File: src/rtl/alu_wb_pkg.sv
// Shared definitions for the ALU writeback sequencer.
//   - wr_target encodings driven onto the register write port
//   - sequencer FSM state type
//   - FIFO entry layout {result, wide, dest} and a helper giving its width
package alu_wb_pkg;

  localparam logic [1:0] WT_GPR = 2'b00;
  localparam logic [1:0] WT_LO  = 2'b01;
  localparam logic [1:0] WT_HI  = 2'b10;

  typedef enum logic [1:0] {
    ST_IDLE = 2'd0,
    ST_GPR  = 2'd1,
    ST_LO   = 2'd2,
    ST_HI   = 2'd3
  } wb_state_e;

  localparam int DEF_DATA_W    = 32;
  localparam int DEF_REG_IDX_W = 4;

  // Entry layout at the default widths. The FIFO carries the same fields
  // packed MSB-first as a flat vector so that other widths also work.
  typedef struct packed {
    logic [2*DEF_DATA_W-1:0]  result;
    logic                     wide;
    logic [DEF_REG_IDX_W-1:0] dest;
  } wb_entry_t;

  function automatic int entry_width(input int data_w, input int reg_idx_w);
    return 2 * data_w + 1 + reg_idx_w;
  endfunction

endpackage

File: src/rtl/alu_writeback_sequencer_result_fifo.sv
// result_fifo: 2-entry synchronous FIFO with registered occupancy.
// Ports:
//   clock, clear_n     clock / asynchronous active-low reset
//   push, push_data    write an entry (ignored when full)
//   pop                drop the head entry (ignored when empty)
//   full, empty        decoded from the registered occupancy
//   head               current head entry (first-word fall-through)
module result_fifo #(
  parameter int ENTRY_W = 69
) (
  input  logic               clock,
  input  logic               clear_n,
  input  logic               push,
  input  logic [ENTRY_W-1:0] push_data,
  input  logic               pop,
  output logic               full,
  output logic               empty,
  output logic [ENTRY_W-1:0] head
);

  logic [ENTRY_W-1:0] mem_q [2];
  logic               wr_ptr_q, wr_ptr_d;
  logic               rd_ptr_q, rd_ptr_d;
  logic [1:0]         count_q, count_d;
  logic               push_ok, pop_ok;

  assign full    = (count_q == 2'd2);
  assign empty   = (count_q == 2'd0);
  assign push_ok = push && !full;
  assign pop_ok  = pop && !empty;
  assign head    = mem_q[rd_ptr_q];

  always_comb begin
    wr_ptr_d = wr_ptr_q;
    rd_ptr_d = rd_ptr_q;
    count_d  = count_q;
    if (push_ok) wr_ptr_d = ~wr_ptr_q;
    if (pop_ok)  rd_ptr_d = ~rd_ptr_q;
    case ({push_ok, pop_ok})
      2'b10:   count_d = count_q + 2'd1;
      2'b01:   count_d = count_q - 2'd1;
      default: count_d = count_q;
    endcase
  end

  always_ff @(posedge clock or negedge clear_n) begin
    if (!clear_n) begin
      wr_ptr_q <= 1'b0;
      rd_ptr_q <= 1'b0;
      count_q  <= 2'd0;
    end else begin
      wr_ptr_q <= wr_ptr_d;
      rd_ptr_q <= rd_ptr_d;
      count_q  <= count_d;
    end
  end

  // Storage carries no reset; occupancy alone decides what is valid.
  always_ff @(posedge clock) begin
    if (push_ok) mem_q[wr_ptr_q] <= push_data;
  end

endmodule

File: src/rtl/alu_writeback_sequencer.sv
// alu_writeback_sequencer: buffers up to two 64-bit ALU results and
// sequences them onto one 32-bit register write port. Narrow results give
// one GPR write; wide (MUL/DIV) results give a LO write then a HI write.
// Ports:
//   clock, clear_n                  clock / asynchronous active-low reset
//   in_valid/in_ready               input handshake
//   in_result, in_wide, in_dest     ALU result, two-write flag, GPR index
//   wr_valid/wr_ready               register write handshake
//   wr_target, wr_addr, wr_data     write target (GPR/LO/HI), index, data
//   busy                            buffered entry or write in flight
//   op_count                        operations fully written (wraps)
module alu_writeback_sequencer
  import alu_wb_pkg::*;
#(
  parameter int DATA_W    = 32,
  parameter int REG_IDX_W = 4,
  parameter int CNT_W     = 16
) (
  input  logic                  clock,
  input  logic                  clear_n,
  input  logic                  in_valid,
  output logic                  in_ready,
  input  logic [2*DATA_W-1:0]   in_result,
  input  logic                  in_wide,
  input  logic [REG_IDX_W-1:0]  in_dest,
  output logic                  wr_valid,
  input  logic                  wr_ready,
  output logic [1:0]            wr_target,
  output logic [REG_IDX_W-1:0]  wr_addr,
  output logic [DATA_W-1:0]     wr_data,
  output logic                  busy,
  output logic [CNT_W-1:0]      op_count
);

  localparam int ENTRY_W = entry_width(DATA_W, REG_IDX_W);

  logic                 fifo_push, fifo_pop, fifo_full, fifo_empty;
  logic [ENTRY_W-1:0]   fifo_head;
  logic [2*DATA_W-1:0]  head_result;
  logic                 head_wide;
  logic [REG_IDX_W-1:0] head_dest;

  wb_state_e            state_q, state_d;
  logic                 wr_valid_q, wr_valid_d;
  logic [1:0]           wr_target_q, wr_target_d;
  logic [REG_IDX_W-1:0] wr_addr_q, wr_addr_d;
  logic [DATA_W-1:0]    wr_data_q, wr_data_d;
  logic [DATA_W-1:0]    hi_data_q, hi_data_d;
  logic [CNT_W-1:0]     op_count_q, op_count_d;
  logic                 wr_accept, load_next;

  assign fifo_push = in_valid && in_ready;

  result_fifo #(.ENTRY_W(ENTRY_W)) u_fifo (
    .clock     (clock),
    .clear_n   (clear_n),
    .push      (fifo_push),
    .push_data ({in_result, in_wide, in_dest}),
    .pop       (fifo_pop),
    .full      (fifo_full),
    .empty     (fifo_empty),
    .head      (fifo_head)
  );

  assign head_result = fifo_head[ENTRY_W-1 -: 2*DATA_W];
  assign head_wide   = fifo_head[REG_IDX_W];
  assign head_dest   = fifo_head[REG_IDX_W-1:0];

  assign in_ready  = !fifo_full;
  assign wr_accept = wr_valid_q && wr_ready;

  always_comb begin
    state_d     = state_q;
    wr_valid_d  = wr_valid_q;
    wr_target_d = wr_target_q;
    wr_addr_d   = wr_addr_q;
    wr_data_d   = wr_data_q;
    hi_data_d   = hi_data_q;
    op_count_d  = op_count_q;
    fifo_pop    = 1'b0;
    load_next   = 1'b0;

    case (state_q)
      ST_IDLE: load_next = !fifo_empty;
      ST_GPR, ST_HI: begin
        if (wr_accept) begin
          op_count_d = op_count_q + CNT_W'(1);
          // Chain straight into the next buffered operation so there is no
          // idle bubble between back-to-back results.
          if (!fifo_empty) begin
            load_next = 1'b1;
          end else begin
            state_d    = ST_IDLE;
            wr_valid_d = 1'b0;
          end
        end
      end
      ST_LO: begin
        if (wr_accept) begin
          state_d     = ST_HI;
          wr_target_d = WT_HI;
          wr_data_d   = hi_data_q;
        end
      end
      default: state_d = ST_IDLE;
    endcase

    if (load_next) begin
      fifo_pop   = 1'b1;
      wr_valid_d = 1'b1;
      wr_data_d  = head_result[DATA_W-1:0];
      if (head_wide) begin
        state_d     = ST_LO;
        wr_target_d = WT_LO;
        wr_addr_d   = '0;
        // Upper half waits here until the LO write is accepted.
        hi_data_d   = head_result[2*DATA_W-1:DATA_W];
      end else begin
        state_d     = ST_GPR;
        wr_target_d = WT_GPR;
        wr_addr_d   = head_dest;
      end
    end
  end

  always_ff @(posedge clock or negedge clear_n) begin
    if (!clear_n) begin
      state_q     <= ST_IDLE;
      wr_valid_q  <= 1'b0;
      wr_target_q <= WT_GPR;
      wr_addr_q   <= '0;
      wr_data_q   <= '0;
      hi_data_q   <= '0;
      op_count_q  <= '0;
    end else begin
      state_q     <= state_d;
      wr_valid_q  <= wr_valid_d;
      wr_target_q <= wr_target_d;
      wr_addr_q   <= wr_addr_d;
      wr_data_q   <= wr_data_d;
      hi_data_q   <= hi_data_d;
      op_count_q  <= op_count_d;
    end
  end

  assign wr_valid  = wr_valid_q;
  assign wr_target = wr_target_q;
  assign wr_addr   = wr_addr_q;
  assign wr_data   = wr_data_q;
  assign op_count  = op_count_q;
  assign busy      = !fifo_empty || (state_q != ST_IDLE);

endmodule
File: config.mk
export PLATFORM = sky130hd
export DESIGN_NAME = alu_writeback_sequencer
export DESIGN_NICKNAME = d
export VERILOG_FILES = /design/src/rtl/alu_wb_pkg.sv /design/src/rtl/alu_writeback_sequencer_result_fifo.sv /design/src/rtl/alu_writeback_sequencer.sv
export SDC_FILE = /design/constraint.sdc
export NUM_CORES = 1
export LEC_CHECK = 0
export CORE_AREA = 5 5 132 134
export CTS_CLUSTER_SIZE = 16
export DETAILED_ROUTE_END_ITERATION = 10
export DIE_AREA = 0 0 137 139
export PLACE_DENSITY_LB_ADDON = 0.08
export SETUP_SLACK_MARGIN = 0.15
export SKIP_LAST_GASP = 1
export SLEW_MARGIN = 25
export SYNTH_ARGS = -nofsm -noshare
export SYNTH_HDL_FRONTEND = slang
export SYNTH_HIERARCHICAL = 1
export SYNTH_SLANG_ARGS = --single-unit
File: constraint.sdc
create_clock -name clock -period 7.5 [get_ports clock]
set_input_delay 1.5 -clock clock [delete_from_list [all_inputs] [get_ports clock]]
set_output_delay 1.5 -clock clock [all_outputs]
set_load 0.005 [all_outputs]
==> reports/metrics.csv, run 1 <==
metric;value;unit
clock_latency;0.50;ns
yosysTopAreaCell;edfxtp_1;
min-delay-start;wr_addr[3]$_DFFE_PN0P_;
syn_nets;650;
vias;5033;
max_freq;249.0;MHz
grt_use_total;18.34;%
cts_resized;0;
die_area;0.01904;mm^2
worst_pin_slew;0.7565;ns
synthDistinctLibCells;37;
leakage;4.644;nW
cts.htree.levels;1;
drt_iter0_drc;224;
path_clk_slew;0.06;ns
cts_sinks;231;
cp_top_family;buffers and inverters;
crit_path_end_kind;flop;
cp_slowest_cell;inv_2;
ys_seq_area_share;69.19;%
numCtsBuffers;24;
grt_pass1_wl;27610;um
pre_cts_ws;2.953;ns
p_sw_share;29.81;%
synth_edf_count;138;
port_buffers;129;
synthArstFlopShare;40.26;%
cp_max_fo;38;
critPathLaunchType;input port;
cts_tree;yes;
power_frac_comb;34.2;%
maxSlewHeadroom;49.50;%
clock_skew;0.01118;ns
fin_hold_ws;0.4703;ns
synth_seq_cells;231;
status;completed;
final_nets;786;
grt_pass1_vias;5261;
grt_max_degree;70;
drv_slew;0;
startpoint;wr_ready;
cp_num_buf_inv;3;
hold_class;reg2reg;
routedWlPerCell;18.15;um
nFillCells;1070;
overflow;0;
synth_top_area_share;44.31;%
pwr-share-seq;42.2;%
drv_cap;0;
worstPathRequired;7.88;ns
fp-row-count;47;
gp_congestion;0.7889;
cp_cell_sequence;clkdlybuf4s50_1 -> nand3_2 -> a21o_1 -> buf_4 -> inv_2 -> nand2_4 -> mux2_4;
cp_slowest_stage_delay;0.62;ns
fin_crit;4.016;ns
syn_area;0.009353;mm^2
drcViolationCount;0;
vias_per_cell;5.292;
syn_inst;575;
antenna_found_initial;2;
die_w;137;um
synth-main-ff-cell;edfxtp_1;
fin_tns_setup;0;ns
fin_crit_sh;53.55;%
holdBufCountCts;0;
avgSynthCellArea;16.27;um^2
clockBufferDepth;3;
drive_above_1_share;20.85;%
die_h;139;um
ir_drop;0.2351;mV
cp.arrival;4.40;ns
crit_type;in2reg;
dp_hpwl;10820;um
switchingPower;1.450;mW
reg2reg_from;u_fifo/count_q[1]$_DFFE_PN0P_;
final_hold_viol_count;0;
dr.pass1.iters;4;
finalSetupViolations;0;
routed_wl;17260;um
area_growth;23.56;%
timing.final.ws_setup;3.484;ns
reg2reg_slack;4.50;ns
rsz0062_at_grt;false;
yosysWarnings;6;
p_per_area;421.0;mW/mm^2
holdPathEnd;wr_addr[3]$_DFFE_PN0P_;
cts-root-buf;clkbuf_16;
post_cts_buffers;0;
clockPowerShare;23.6;%
initial_core_util;57.83;%
core-area;0.01617;mm^2
p_total;4.865;mW
synth_area_leaders;edfxtp_1 44%, dfrtp_1 25%, mux2_4 15%;
rr_worst_depth;6;
ant_nets;0;
post-synth-top-count-cell;edfxtp_1;
io_pins;130;
worstReg2RegEnd;hi_data_q[28]$_DFFE_PN0P_;
p_int;3.415;mW
synthTopCellsByCount;138 x edfxtp_1, 96 x mux2_4, 93 x dfrtp_1;
min_delay_path_depth;2;
==> cell usage in the layout, fill, tap and decap left out, types with 3 or more instances in the layout <==
master / count
nand4_1: 3
dfrtp_1: 92
nand3_1: 5
clkbuf_16: 25
mux2_4: 96
nor2_1: 36
mux2_2: 5
buf_4: 6
xnor2_1: 15
edfxtp_1: 138
inv_1: 3
xor2_1: 5
a31oi_1: 32
and4_1: 4
nand2_1: 88
clkbuf_1: 10
clkbuf_8: 5
nand3b_1: 4
clkdlybuf4s50_1: 128
==> through the flow <==
step	utilization, %	cell area, um^2	cells
after detailed placement	66.31	10720	903
after CTS	71.13	11500	947
after global placement	66.31	10720	903
final	71.46	11560	951
after floorplan	-	9353	575
after global routing	71.46	11560	951
==> per-layer routing <==
layer,share of wire (%),GRT usage [%],up-vias
met5,0,0,-
li1,-,-,2346
met1,42,24.31,2540
met4,2.4,5.987,0
met2,51,30.91,120
met3,4.9,3.084,27
==> registers in the layout, summed over array words and instances, names as in the netlist, 2 cells and up <==
signal and flops:
wr_data 32, op_count 16, wr_addr 4, u_fifo/count_q 2, hi_data_q 32, u_fifo/mem_q 138
wr_target 2, state_q 2
==> logic make-up (layout without fill, tap and decap cells) <==
logic type / after synthesis / count (layout) / share of synthesized area (%)
compound gates: 38 / 38 / 2.569
other cells: 0 / 2 / 0
buf+inv: 30 / 184 / 2.916
flops: 231 / 231 / 69.19
xor+xnor: 20 / 20 / 1.873
mux: 101 / 101 / 16.01
simple gates: 153 / 153 / 7.171
fa+ha+maj: 2 / 2 / 0.2675
==> layout make-up <==
| class | count | area [um^2] | area share (%) |
|---|---|---|---|
| timing repair buffer | 136 | 1374 | 11.89 |
| clock inverter | 4 | 47.55 | 0.4114 |
| antenna | 2 | 5.005 | 0.04331 |
| tap | 220 | 275.3 | 2.382 |
| clock buffer | 40 | 732.0 | 6.334 |
| multi-input combinational | 314 | 2633 | 22.78 |
| sequential | 231 | 6475 | 56.03 |
| inverter | 4 | 15.01 | 0.1299 |
==> worst reg2reg max path, delay by kind of cell, from the launching register on <==
family | cells | cell delay, ns
DFF | 1 | 0.41
AOI/OAI and AO/OA | 1 | 0.14
and+or+nand+nor | 2 | 1.07
muxes | 1 | 0.44
buffers and inverters | 2 | 0.82
==> power by group through the flow <==
stage                     clock network (mW)  logic (mW)  registers, mW
final                                   1.15        1.66           2.05
after global routing                    1.24        1.81           2.10
after CTS                               1.18        1.67           2.06
after detailed placement                   0        1.67           2.08
after global placement                     0        1.62           2.06
after floorplan                            0        1.27           1.98
==> how the worst max path moves through the flow <==
stage | endpoint | slack (ns) | cells past startpoint
global route | hi_data_q[19]$_DFFE_PN0P_ | 3.28 | 7
detailed placement | hi_data_q[2]$_DFFE_PN0P_ | 2.95 | 7
CTS | hi_data_q[19]$_DFFE_PN0P_ | 3.47 | 7
finish | hi_data_q[17]$_DFFE_PN0P_ | 3.48 | 7
global placement | hi_data_q[18]$_DFFE_PN0P_ | 3.06 | 7
floorplan | u_fifo/mem_q[0][0]$_DFFE_PP_ | 2.37 | 3
Note: power is estimated with default switching activity, not from simulation.
==> inputs of run 2 (changes only) <==
- CORE_AREA: 5 5 132 134 -> 5 5 145 147
- DIE_AREA: 0 0 137 139 -> 0 0 150 152
- clock period: 7.5 -> 3.3 ns (I/O delays scaled with it)
==> run 2 against run 1 <==
Effect of this change: combinational power rose by 140%; wire length rose by 3.9%; global-route usage fell by 2.6 points; register-to-register slack got worse by 3.3 ns; sequential cell count did not move.
==> reports/metrics.csv, run 2 (synthesized netlist as in run 1, its figures left out) <==
metric;value;unit;change
status;completed;;
path_clk_slew;0.06;ns;about the same
max_freq;388.0;MHz;
die_h;152;um;+9.4%
cp_max_fo;5;;-87%
most-common-layout-cells;138 x edfxtp_1, 128 x clkdlybuf4s50_1, 96 x mux2_4;;
rsz0062_at_grt;false;;
ir_drop;0.4296;mV;+83%
area_growth;24.62;%;
routedWlPerCell;17.89;um;-1.4%
holdBufCountCts;0;;unchanged
grt_use_total;15.76;%;-2.6 points
timing.final.ws_setup;0.7229;ns;-2.761 ns
leakage;4.669;nW;+0.54%
final_util;58.93;%;-13 points
cp_num_buf_inv;1;;-2
fp-row-count;52;;+11%
clockPowerShare;24.0;%;+0.4 points
maxSlewHeadroom;49.55;%;+0.053 points
grt_pass1_vias;5400;;+2.6%
dp_hpwl;11170;um;+3.3%
vias_per_cell;4.991;;-5.7%
power_frac_comb;35.5;%;+1.3 points
io_pins;130;;unchanged
fin_cells;1002;;+5.4%
cp_top_family;simple AND/OR/NAND/NOR gates;;
cts-root-buf;clkbuf_16;;
switchingPower;3.324;mW;+130%
initial_core_util;47.29;%;-11 points
antenna_found_initial;1;;-1
numCtsBuffers;24;;unchanged
cp_cell_sequence;nor2_1 -> nand2_1 -> clkdlybuf4s50_1;;
pre_cts_ws;0.5536;ns;-2.400 ns
reg2reg_slack;1.18;ns;-3.32 ns
reg2reg_from;u_fifo/count_q[0]$_DFFE_PN0P_;;
p_total;11.17;mW;+130%
cts_sinks;231;;unchanged
die_w;150;um;+9.5%
final_nets;789;;+0.38%
post_cts_buffers;0;;unchanged
overflow;0;;unchanged
worstPathRequired;2.64;ns;-5.24 ns
final_common_cell;edfxtp_1;;
grt_max_degree;59;;-16%
hold_class;in2async;;
crit_type;reg2out;;
drive_above_1_share;21.17;%;+0.32 points
cts.htree.levels;1;;unchanged
drt_iter0_drc;231;;+3.1%
crit_path_end_kind;output port;;
cts_tree;yes;;
drcViolationCount;0;;unchanged
core-area;0.01978;mm^2;+22%
critPathLaunchType;flop;;
clockBufferDepth;3;;unchanged
clock_latency;0.50;ns;about the same
p_per_area;958.6;mW/mm^2;+130%
pwr-share-seq;40.6;%;-1.6 points
largest_register_ffs;138;;unchanged
num_antenna_cells;0;;-2
dr.pass1.iters;4;;unchanged
finalSetupViolations;0;;unchanged
p_int;7.849;mW;+130%
die_area;0.02280;mm^2;+20%
routed_wl;17920;um;+3.9%
final_hold_viol_count;0;;unchanged
cp_slowest_stage_delay;0.46;ns;-0.16 ns
cp.arrival;1.92;ns;-2.48 ns
fin_crit_sh;78.09;%;
fin_crit;2.577;ns;
ant_nets;0;;unchanged
setup.worst_path.end;busy;;
startpoint;u_fifo/count_q[0]$_DFFE_PN0P_;;
worst_pin_slew;0.7539;ns;-0.002546 ns
regMostFlops;u_fifo/mem_q;;
clock_skew;0.009604;ns;-0.001574 ns
grt_pass1_wl;28730;um;+4.1%
cts_resized;0;;unchanged
dp.cells;958;;+6.1%
worstReg2RegEnd;hi_data_q[0]$_DFFE_PN0P_;;
drv_slew;0;;unchanged
fin_tns_setup;0;ns;unchanged
drv_cap;0;;unchanged
path_depth;3;;-4
p_sw_share;29.75;%;-0.062 points
vias;5001;;-0.64%
gp_congestion;0.7413;;-6.0%
port_buffers;129;;unchanged
cp_slowest_cell;clkdlybuf4s50_1;;
rr_worst_depth;5;;-1
## run 2: cell count changes in the layout (fill, tap and decap cells not counted), sizes merged
cell | previous run | this run
clkinvlp | 1 | 0
clkbuf | 40 | 39
clkinv | 2 | 3
diode | 2 | 0
buf | 8 | 11
bufinv | 1 | 2
## run 2: how the worst min path moves through the flow
stage / from / cells past startpoint / to
after global routing: clear_n / 1 / op_count[6]$_DFFE_PN0P_
after detailed placement: wr_addr[0]$_DFFE_PN0P_ / 2 / wr_addr[0]$_DFFE_PN0P_
final: clear_n / 1 / op_count[2]$_DFFE_PN0P_
after floorplan: clear_n / 0 / hi_data_q[0]$_DFFE_PN0P_
after global placement: wr_addr[3]$_DFFE_PN0P_ / 2 / wr_addr[3]$_DFFE_PN0P_
after CTS: clear_n / 1 / op_count[1]$_DFFE_PN0P_
## run 2: routing by layer
metal / track usage (%) / up-vias / routed length (um)
met5: 0 / - / 7
met4: 4.401 / 2 / 389
met3: 2.711 / 30 / 753
met2: 27.23 / 102 / 9017
met1: 20.50 / 2510 / 7756
li1: - / 2357 / -
## run 2: stage by stage
stage / cell area [um^2] / hold slack [ns]
after detailed placement: 10860 / 0.4605
final: 11650 / 0.1215
after global placement: 10860 / 0.4549
after global routing: 11650 / 0.1546
after CTS: 11650 / 0.1274
after floorplan: 9355 / 0.3644
## run 2: power by group through the flow
| stage | Clock [mW] | Combinational (mW) | Sequential, mW |
|---|---|---|---|
| global placement | 0 | 3.96 | 4.56 |
| finish | 2.68 | 3.96 | 4.54 |
| detailed placement | 0 | 4.05 | 4.59 |
| CTS | 2.76 | 4.06 | 4.55 |
| global route | 2.88 | 4.34 | 4.64 |
| floorplan | 0 | 2.89 | 4.50 |
## run 2: cell type report
cell class,count,area (um^2)
well taps,270,337.8
flip-flops and latches,231,6475
inverters,4,15.01
repair buffers,139,1401
clock inverters,5,73.82
fillers,1626,8124
multi-input cells,314,2634
clock buffers,39,718.2
## run 2: worst reg2reg max path, cell delays in order, from the launching register on
cell     delay, ns
dfrtp_1       0.43
nor2_1        0.42
a21o_2        0.18
inv_2         0.06
nand2_4       0.50
mux2_2        0.42
==> inputs of run 3 (changes only) <==
- clock period: 3.3 -> 2.22 ns (I/O delays scaled with it)
==> run 3 against run 2 <==
Effect of this change: utilization increased by 1.5 points; hold slack improved by 0.33 ns; non-clock buffer count increased by 20; register-to-register slack got worse by 0.83 ns; total power increased by 53%; highest routed layer unchanged.
==> reports/metrics.csv, run 3 (synthesized netlist as in run 1, its figures left out) <==
metric;value;unit;change
clockBufferDepth;3;;unchanged
rsz0062_at_grt;true;;
cts-root-buf;clkbuf_16;;
clockPowerShare;23.2;%;-0.8 points
cp_max_fo;4;;-1
grt_use_total;16.34;%;+0.58 points
most-common-layout-cells;138 x edfxtp_1, 126 x clkdlybuf4s50_1, 96 x mux2_4;;
drv_slew;0;;unchanged
path_clk_slew;0.06;ns;about the same
p_total;17.14;mW;+53%
die_h;152;um;unchanged
drv_cap;0;;unchanged
status;completed;;
power_frac_comb;37.3;%;+1.8 points
p_per_area;1435;mW/mm^2;+50%
overflow;0;;unchanged
numCtsBuffers;25;;+4.2%
worst_pin_slew;0.5471;ns;-0.2068 ns
cp.arrival;1.58;ns;-0.34 ns
die_w;150;um;unchanged
drive_above_1_share;24.80;%;+3.6 points
ir_drop;0.8243;mV;+92%
final_hold_viol_count;0;;unchanged
maxSlewHeadroom;63.53;%;+14 points
critPathLaunchType;flop;;
cp_slowest_cell;dfrtp_2;;
antenna_found_initial;1;;unchanged
fp-row-count;52;;unchanged
cts.htree.levels;1;;unchanged
fin_crit_sh;91.32;%;
finalSetupViolations;0;;unchanged
cp_cell_sequence;buf_4 -> nor2_4 -> buf_6 -> nand2_1 -> dlygate4sd2_1;;
drt_iter0_drc;218;;-5.6%
core-area;0.01978;mm^2;unchanged
cts_sinks;231;;unchanged
cp_num_buf_inv;3;;+2
drcViolationCount;0;;unchanged
cp_top_family;buffers and inverters;;
final_common_cell;edfxtp_1;;
clock_latency;0.51;ns;about the same
initial_core_util;47.29;%;unchanged
fin_hold_ws;0.4533;ns;+0.3317 ns
timing.final.ws_setup;0.1928;ns;-0.5301 ns
p_sw_share;30.18;%;+0.43 points
crit_type;reg2out;;
worstPathRequired;1.78;ns;-0.86 ns
grt_pass1_wl;29610;um;+3.1%
leakage;4.811;nW;+3.0%
pwr-share-seq;39.5;%;-1.1 points
vias_per_cell;5.002;;+0.22%
dp_hpwl;11850;um;+6.1%
die_area;0.02280;mm^2;unchanged
io_pins;130;;unchanged
grt_pass1_vias;5502;;+1.9%
grt_max_degree;38;;-36%
vias;5122;;+2.4%
largest_register_ffs;138;;unchanged
switchingPower;5.172;mW;+56%
pre_cts_ws;-0.1120;ns;-0.6656 ns
ant_nets;0;;unchanged
dp.cells;971;;+1.4%
routed_wl;18460;um;+3.0%
routedWlPerCell;18.03;um;+0.78%
dr.pass1.iters;4;;unchanged
cp_slowest_stage_delay;0.41;ns;-0.05 ns
fin_crit;2.027;ns;
fin_cells;1024;;+2.2%
regMostFlops;u_fifo/mem_q;;
crit_path_end_kind;output port;;
gp_congestion;0.7218;;-2.6%
area_growth;27.72;%;
num_antenna_cells;0;;unchanged
port_buffers;129;;unchanged
max_freq;493.3;MHz;
cts_tree;yes;;
p_int;11.96;mW;+52%
clock_skew;0.009331;ns;-0.0002729 ns
final_nets;810;;+2.7%
hold_class;in2async;;
[run 3: changes by cell type in the layout (fill, tap and decap cells not counted), sizes merged]
cell           change
clkinvlp           +1
dlygate4sd2        +2
inv                +1
clkbuf             -4
buf               +19
dlygate4sd3        +1
clkdlybuf4s50      -2
clkinv             +5
bufinv             -1
[run 3: cell type report]
cell class / instances / area [um^2]
Inverter: 4 / 15.01
Multi-Input combinational cell: 314 / 2654
Sequential cell: 231 / 6479
Tap cell: 270 / 337.8
Fill cell: 1551 / 7834
Clock buffer: 35 / 723.2
Clock inverter: 11 / 81.33
Timing Repair Buffer: 159 / 1655
[run 3: worst paths after layout]
path	slack (ns)	to	from	cells after the start
min in group clock	0.48	op_count[15]$_DFFE_PN0P_	op_count[15]$_DFFE_PN0P_	1
max	0.19	busy	u_fifo/count_q[0]$_DFFE_PN0P_	5
min reg2reg	0.48	op_count[15]$_DFFE_PN0P_	op_count[15]$_DFFE_PN0P_	1
max reg2reg	0.35	u_fifo/count_q[1]$_DFFE_PN0P_	state_q[0]$_DFFE_PN0P_	7
min	0.45	u_fifo/count_q[0]$_DFFE_PN0P_	clear_n	2
max in group asynchronous	1.05	hi_data_q[11]$_DFFE_PN0P_	clear_n	3
[run 3: what timing repair did]
| item | in CTS | in global routing |
|---|---|---|
| resized for setup | 5 | 3 |
| hold buffers | 1 | 0 |
| setup endpoints to repair | 2 | 2 |
| setup buffers | 3 | 3 |
| hold endpoints to repair | 34 | 0 |
[run 3: through the flow]
step	instance area, um^2	setup TNS [ns]	utilization [%]
2_1_floorplan	9374	-1.649	-
3_3_place_gp	11070	0	55.98
3_5_place_dp	11070	-0.1470	55.98
4_1_cts	11910	0	60.23
5_1_grt	11950	0	60.39
6_report	11950	0	60.39
[run 3: worst register-to-register path: cells and delay by family (launching register included)]
family	cells	cell delay, ns
simple gates	3	0.58
buf+inv	1	0.08
flops	1	0.46
compound gates	1	0.20
fa+ha+maj	1	0.27
xor+xnor	1	0.19
[run 3: layer usage]
| metal | GRT usage [%] | part of all wire (%) | vias to the layer above |
|---|---|---|---|
| met5 | 0 | 0.070 | - |
| met4 | 4.009 | 1.4 | 2 |
| met3 | 3.277 | 5.9 | 27 |
| met2 | 28.15 | 51 | 125 |
| met1 | 21.26 | 42 | 2570 |
| li1 | - | - | 2398 |
[run 3: power groups by stage]
stage / registers (mW) / clock network (mW) / logic, mW
2_1_floorplan: 6.67 / 0 / 4.32
3_3_place_gp: 6.78 / 0 / 6.23
3_5_place_dp: 6.84 / 0 / 6.40
4_1_cts: 6.77 / 4.10 / 6.45
5_1_grt: 6.90 / 4.29 / 6.95
6_report: 6.76 / 3.98 / 6.39
==> variant 1, RTL diff (config.mk and constraints of run 2) <==
The parameter `DATA_W` goes from 32 to 16.
--- a/src/rtl/alu_writeback_sequencer.sv
+++ b/src/rtl/alu_writeback_sequencer.sv
@@ -13,5 +13,5 @@
   import alu_wb_pkg::*;
 #(
-  parameter int DATA_W    = 32,
+  parameter int DATA_W    = 16,
   parameter int REG_IDX_W = 4,
   parameter int CNT_W     = 16
Interface: changed (resized in_result and wr_data); port bits go from 130 to 82. The function was not compared with the original's and may differ.
==> variant 1 against run 2 <==
Power fell by 38%; wire length fell by 33%; highest routed layer is now met4; synthesized area shrank 42%; sequential cell count decreased by 96; setup slack gained 0.038 ns; sequential power is 41% lower; synthesized cell count fell by 39%; design area decreased by 38%; cell count down 28%; register-to-register slack better by 0.11 ns; clock power down 21%.
==> variant 1: results (changes against run 2) <==
status: "finished, final reports clean"  # unchanged
final_cell_area_um2: 7240  # was 11,700 um^2
vias_per_cell: 4.23  # was 4.99
layout-drive-gt1-share_pct: 21.9  # was 21.2%
clock_latency_ns: 0.41  # was 0.50 ns
grt_max_degree: 38  # was 59
cts_buffers: 17  # was 24
dr.first_iter.drc_count: 120  # was 231
numPortBuffers: 81  # was 129
antenna_found_initial: 0  # was 1
regMostFlops: "u_fifo/mem_q"  # unchanged
holdWs_ns: 0.344  # was 0.122 ns
reg2reg_depth: 7  # was 5
synth_edf_count: 74  # was 138
grt_pass1_wl_um: 19000  # was 28,700 um
clockBufferDepth: 2  # was 3
dpl_cell_area_um2: 6580  # was 10,900 um^2
synthDistinctLibCells: 33  # was 37
placed_cells: 694  # was 958
arrival_ns: 1.88  # was 1.92 ns
dp.final_hpwl_um: 7840  # was 11,200 um
cts_setup_buffers: 0  # unchanged
fin_nets: 486  # was 789
dp_slack_ns: 0.575  # was 0.554 ns
die_w_um: 150  # unchanged
max-vdd-ir-drop_uv: 362  # was 430 uV
ys_top_cells_by_count: "74 x edfxtp_1, 61 x dfrtp_1, 40 x nand2_1"  # was 138 x edfxtp_1, 96 x mux2_4, 93 x dfrtp_1
detailroute.via_count: 3073  # was 5,001
wirelength_um: 12000  # was 17,900 um
reg2reg_slack_ns: 1.29  # was 1.18 ns
r2r_end: "u_fifo/count_q[1]"  # was hi_data_q[0]
track_usage_pct: 11.0  # was 15.8%
gp_congestion: 0.675  # was 0.741
p_total_mw: 6.97  # was 11.2 mW
fillers: 1944  # was 1,626
first_global_vias: 3331  # was 5,400
comb-power_mw: 2.19  # was 3.96 mW
cts_resized: 0  # unchanged
synth_area_leaders: "edfxtp_1 41%, dfrtp_1 28%, mux2_4 8.0%"  # was edfxtp_1 44%, dfrtp_1 25%, mux2_4 15%
total_leakage_power_nw: 2.86  # was 4.67 nW
min_path_type: "primary input to asynchronous set/reset pin"  # unchanged
largest_reg_flops: 74  # was 138
path_max_fanout: 7  # was 5
power_switching_mw: 2.01  # was 3.32 mW
synth_nets: 391  # was 650
critical_path.max_stage_delay_ns: 0.48  # was 0.46 ns
seq_area_frac_synth_pct: 69.2  # about the same
synth.avg_cell_area_um2: 15.6  # was 16.3 um^2
pg_clk_mw: 2.11  # was 2.68 mW
htree_levels: 4  # was 1
async_flop_share_pct: 45.2  # was 40.3%
skew_ns: 0.00722  # was 0.00960 ns
period_share_pct: 76.9  # was 78.1%
worstMarginPinSlew_ns: 0.823  # was 0.754 ns
[variant 1: cell count changes after synthesis, moves of 19 or more]
cell,run 2,this run
mux2_4,96,29
mux2_2,5,24
nor2_1,37,9
a31oi_1,32,2
nand2_1,88,40
edfxtp_1,138,74
dfrtp_1,93,61
[variant 1: metal layers]
| metal | vias to the layer above | global-route usage (%) | part of all wire, % |
|---|---|---|---|
| li1 | 1462 | - | - |
| met1 | 1535 | 14.5 | 47 |
| met2 | 65 | 17.1 | 47 |
| met3 | 11 | 3.52 | 4.2 |
| met4 | 0 | 3.92 | 1.3 |
| met5 | - | 0 | 0 |
[variant 1: worst max-delay path by stage]
stage	start	depth (start not counted)	endpoint
2_1_floorplan	in_valid	3	u_fifo/mem_q[0][0]
3_3_place_gp	wr_ready	8	u_fifo/count_q[1]
3_5_place_dp	wr_ready	8	u_fifo/count_q[1]
4_1_cts	u_fifo/count_q[0]	3	busy
5_1_grt	u_fifo/count_q[0]	3	busy
6_report	u_fifo/count_q[0]	3	busy
[variant 1: area by class of cell]
cell class,count,share of cell area [%]
multi-input cells,194,21.7
clock inverters,14,3.18
repair buffers,88,12.4
well taps,270,4.66
inverters,7,0.363
flip-flops and latches,135,51.8
clock buffers,18,5.93
[variant 1: kinds of logic after synthesis]
logic type | after synthesis | synth area share [%]
adder cells (fa/ha/maj) | 2 | 0.462
AND/OR/NAND/NOR | 79 | 7.09
buffers and inverters | 19 | 1.98
XOR/XNOR | 20 | 3.23
flip-flops | 135 | 69.2
multiplexers | 53 | 13.0
AO/OA/AOI/OAI | 40 | 5.06
==> variant 2, RTL diff (config.mk and constraints of run 2) <==
Without the edit above. `wr_data_q` no longer has a reset.
--- a/src/rtl/alu_writeback_sequencer.sv
+++ b/src/rtl/alu_writeback_sequencer.sv
@@ -130,5 +130,4 @@
       wr_target_q <= WT_GPR;
       wr_addr_q   <= '0;
-      wr_data_q   <= '0;
       hi_data_q   <= '0;
       op_count_q  <= '0;
@@ -138,8 +137,11 @@
       wr_target_q <= wr_target_d;
       wr_addr_q   <= wr_addr_d;
-      wr_data_q   <= wr_data_d;
       hi_data_q   <= hi_data_d;
       op_count_q  <= op_count_d;
     end
+  end
+
+  always_ff @(posedge clock) begin
+    wr_data_q <= wr_data_d;
   end
 
Behaviour: not the same (a bounded check fails within 4 cycles, from zero or initial values; the reset may be asserted at any time).
==> variant 2 against run 2 <==
Clock power shrank 3%; setup slack got worse by 0.16 ns; power is 5.1% lower; wire length shrank 7.3%; utilization shrank 0.51 points; synthesized area fell by 1.2%; worst hold slack better by 0.16 ns; sequential cell count is the same; design area down 0.87%; cell count decreased by 7.9%.
==> variant 2: results (changes against run 2) <==
grt_pass1_wl_um: 26700  # was 28,700 um
total_leakage_power_nw: 4.36  # was 4.67 nW
gp_congestion: 0.745  # was 0.741
dr.first_iter.drc_count: 181  # was 231
maxSlewViolCount: 0  # unchanged
regMostFlops: "u_fifo/mem_q"  # unchanged
numPortBuffers: 129  # unchanged
wirelength_um: 16600  # was 17,900 um
clkTransAtPathRegs_ns: 0.06  # about the same
first_global_vias: 5099  # was 5,400
max-vdd-ir-drop_uv: 497  # was 430 uV
synth_nets: 558  # was 650
cts.root.buffer_cell: "clkbuf_16"  # unchanged
dp_slack_ns: 0.577  # was 0.554 ns
arrival_ns: 2.08  # was 1.92 ns
worstMarginPinSlew_ns: 0.877  # was 0.754 ns
async_flop_share_pct: 26.4  # was 40.3%
largest_reg_flops: 138  # unchanged
synth_area_leaders: "edfxtp_1 55%, dfrtp_1 17%, mux2_4 11%"  # was edfxtp_1 44%, dfrtp_1 25%, mux2_4 15%
detailroute.via_count: 4479  # was 5,001
max_freq_mhz: 365  # was 388 MHz
critical_path.max_stage_delay_ns: 0.50  # was 0.46 ns
seq_area_frac_synth_pct: 71.7  # was 69.2%
status: "finished, final reports clean"  # unchanged
cts_resized: 0  # unchanged
drt_first_pass_iters: 4  # unchanged
layout-drive-gt1-share_pct: 19.3  # was 21.2%
crit_slowest_cell: "nor2_1"  # was clkdlybuf4s50_1
synth_top_area_share_pct: 55.2  # was 44.3%
htree_levels: 1  # unchanged
skew_ns: 0.00835  # was 0.00960 ns
final.setup.tns_ns: 0  # unchanged
ys_warn_count: 6  # unchanged
clock_latency_ns: 0.50  # about the same
synthDistinctLibCells: 31  # was 37
cts_buffers: 25  # was 24
antenna_found_initial: 1  # unchanged
synth_flop_cell: "edfxtp_1"  # unchanged
fillers: 1563  # was 1,626
reg2reg_slack_ns: 1.04  # was 1.18 ns
synth_edf_count: 170  # was 138
cpLargestDelayFamily: "simple AND/OR/NAND/NOR gates"  # unchanged
p_int_mw: 7.69  # was 7.85 mW
ys_top_cells_by_count: "170 x edfxtp_1, 69 x mux2_4, 64 x mux2_1"  # was 138 x edfxtp_1, 96 x mux2_4, 93 x dfrtp_1
clockBufferDepth: 3  # unchanged
min_path_type: "primary input to asynchronous set/reset pin"  # unchanged
grt_max_degree: 62  # was 59
dp.final_hpwl_um: 10700  # was 11,200 um
cts_setup_buffers: 0  # unchanged
fin_nets: 709  # was 789
path_max_fanout: 8  # was 5
track_usage_pct: 14.8  # was 15.8%
-- variant 2: logic make-up after synthesis --
group | synth area share (%)
AOI/OAI and AO/OA | 1.12
xor gates and xnor gates | 1.89
adders and majority gates | 0.271
buffers and inverters | 2.68
DFF | 71.7
muxes | 19.0
and+or+nand+nor | 3.30
-- variant 2: area by class of cell --
cell class / instances / share of cell area [%]
antenna: 1 / 0.0217
clock buffer: 38 / 6.18
clock inverter: 7 / 0.498
inverter: 6 / 0.195
multi-input combinational: 229 / 20.7
sequential: 231 / 57.4
tap: 270 / 2.92
timing repair buffer: 141 / 12.0
-- variant 2: path summary, 6_finish.rpt --
| path | startpoint | depth (start not counted) | to |
|---|---|---|---|
| worst max-delay path | u_fifo/count_q[0] | 3 | busy |
| worst min-delay path | clear_n | 1 | hi_data_q[6] |
| worst max register to register | u_fifo/rd_ptr_q | 5 | hi_data_q[15] |
| worst min register to register | op_count[15] | 1 | op_count[15] |
| max in group asynchronous | clear_n | 1 | u_fifo/rd_ptr_q |
| min in group clock | op_count[15] | 1 | op_count[15] |
-- variant 2: per-layer routing --
metal  global-route usage [%]  routed length, um  vias up
li1                         -                  -     2118
met1                     17.6               6560     2232
met2                     26.8               8850      100
met3                     3.28                886       29
met4                     4.18                322        0
met5                        0                  0        -
-- variant 2: worst register-to-register path, cell delays in order, from the launching register on --
cell and delay (ns):
dfrtp_4 0.71, mux2_4 0.39, nor2b_1 0.18, o21ai_4 0.11
buf_4 0.37, mux2_1 0.37
-- variant 2: power by group through the flow --
stage	clock (mW)	sequential [mW]	combinational, mW
6_report	2.59	4.75	3.26
5_1_grt	2.81	4.86	3.55
4_1_cts	2.68	4.78	3.35
3_5_place_dp	0	4.82	3.34
3_3_place_gp	0	4.79	3.25
2_1_floorplan	0	4.68	2.33
-- variant 2: per-stage QoR --
stage	total power, mW	std cells	utilization, %	instance area, um^2	hold slack [ns]
floorplan	7.01	483	-	9250	0.364
global placement	8.04	877	54.5	10800	0.459
detailed placement	8.17	877	54.5	10800	0.462
CTS	10.8	922	58.4	11600	0.309
global route	11.2	923	58.4	11600	0.346
finish	10.6	923	58.4	11600	0.284
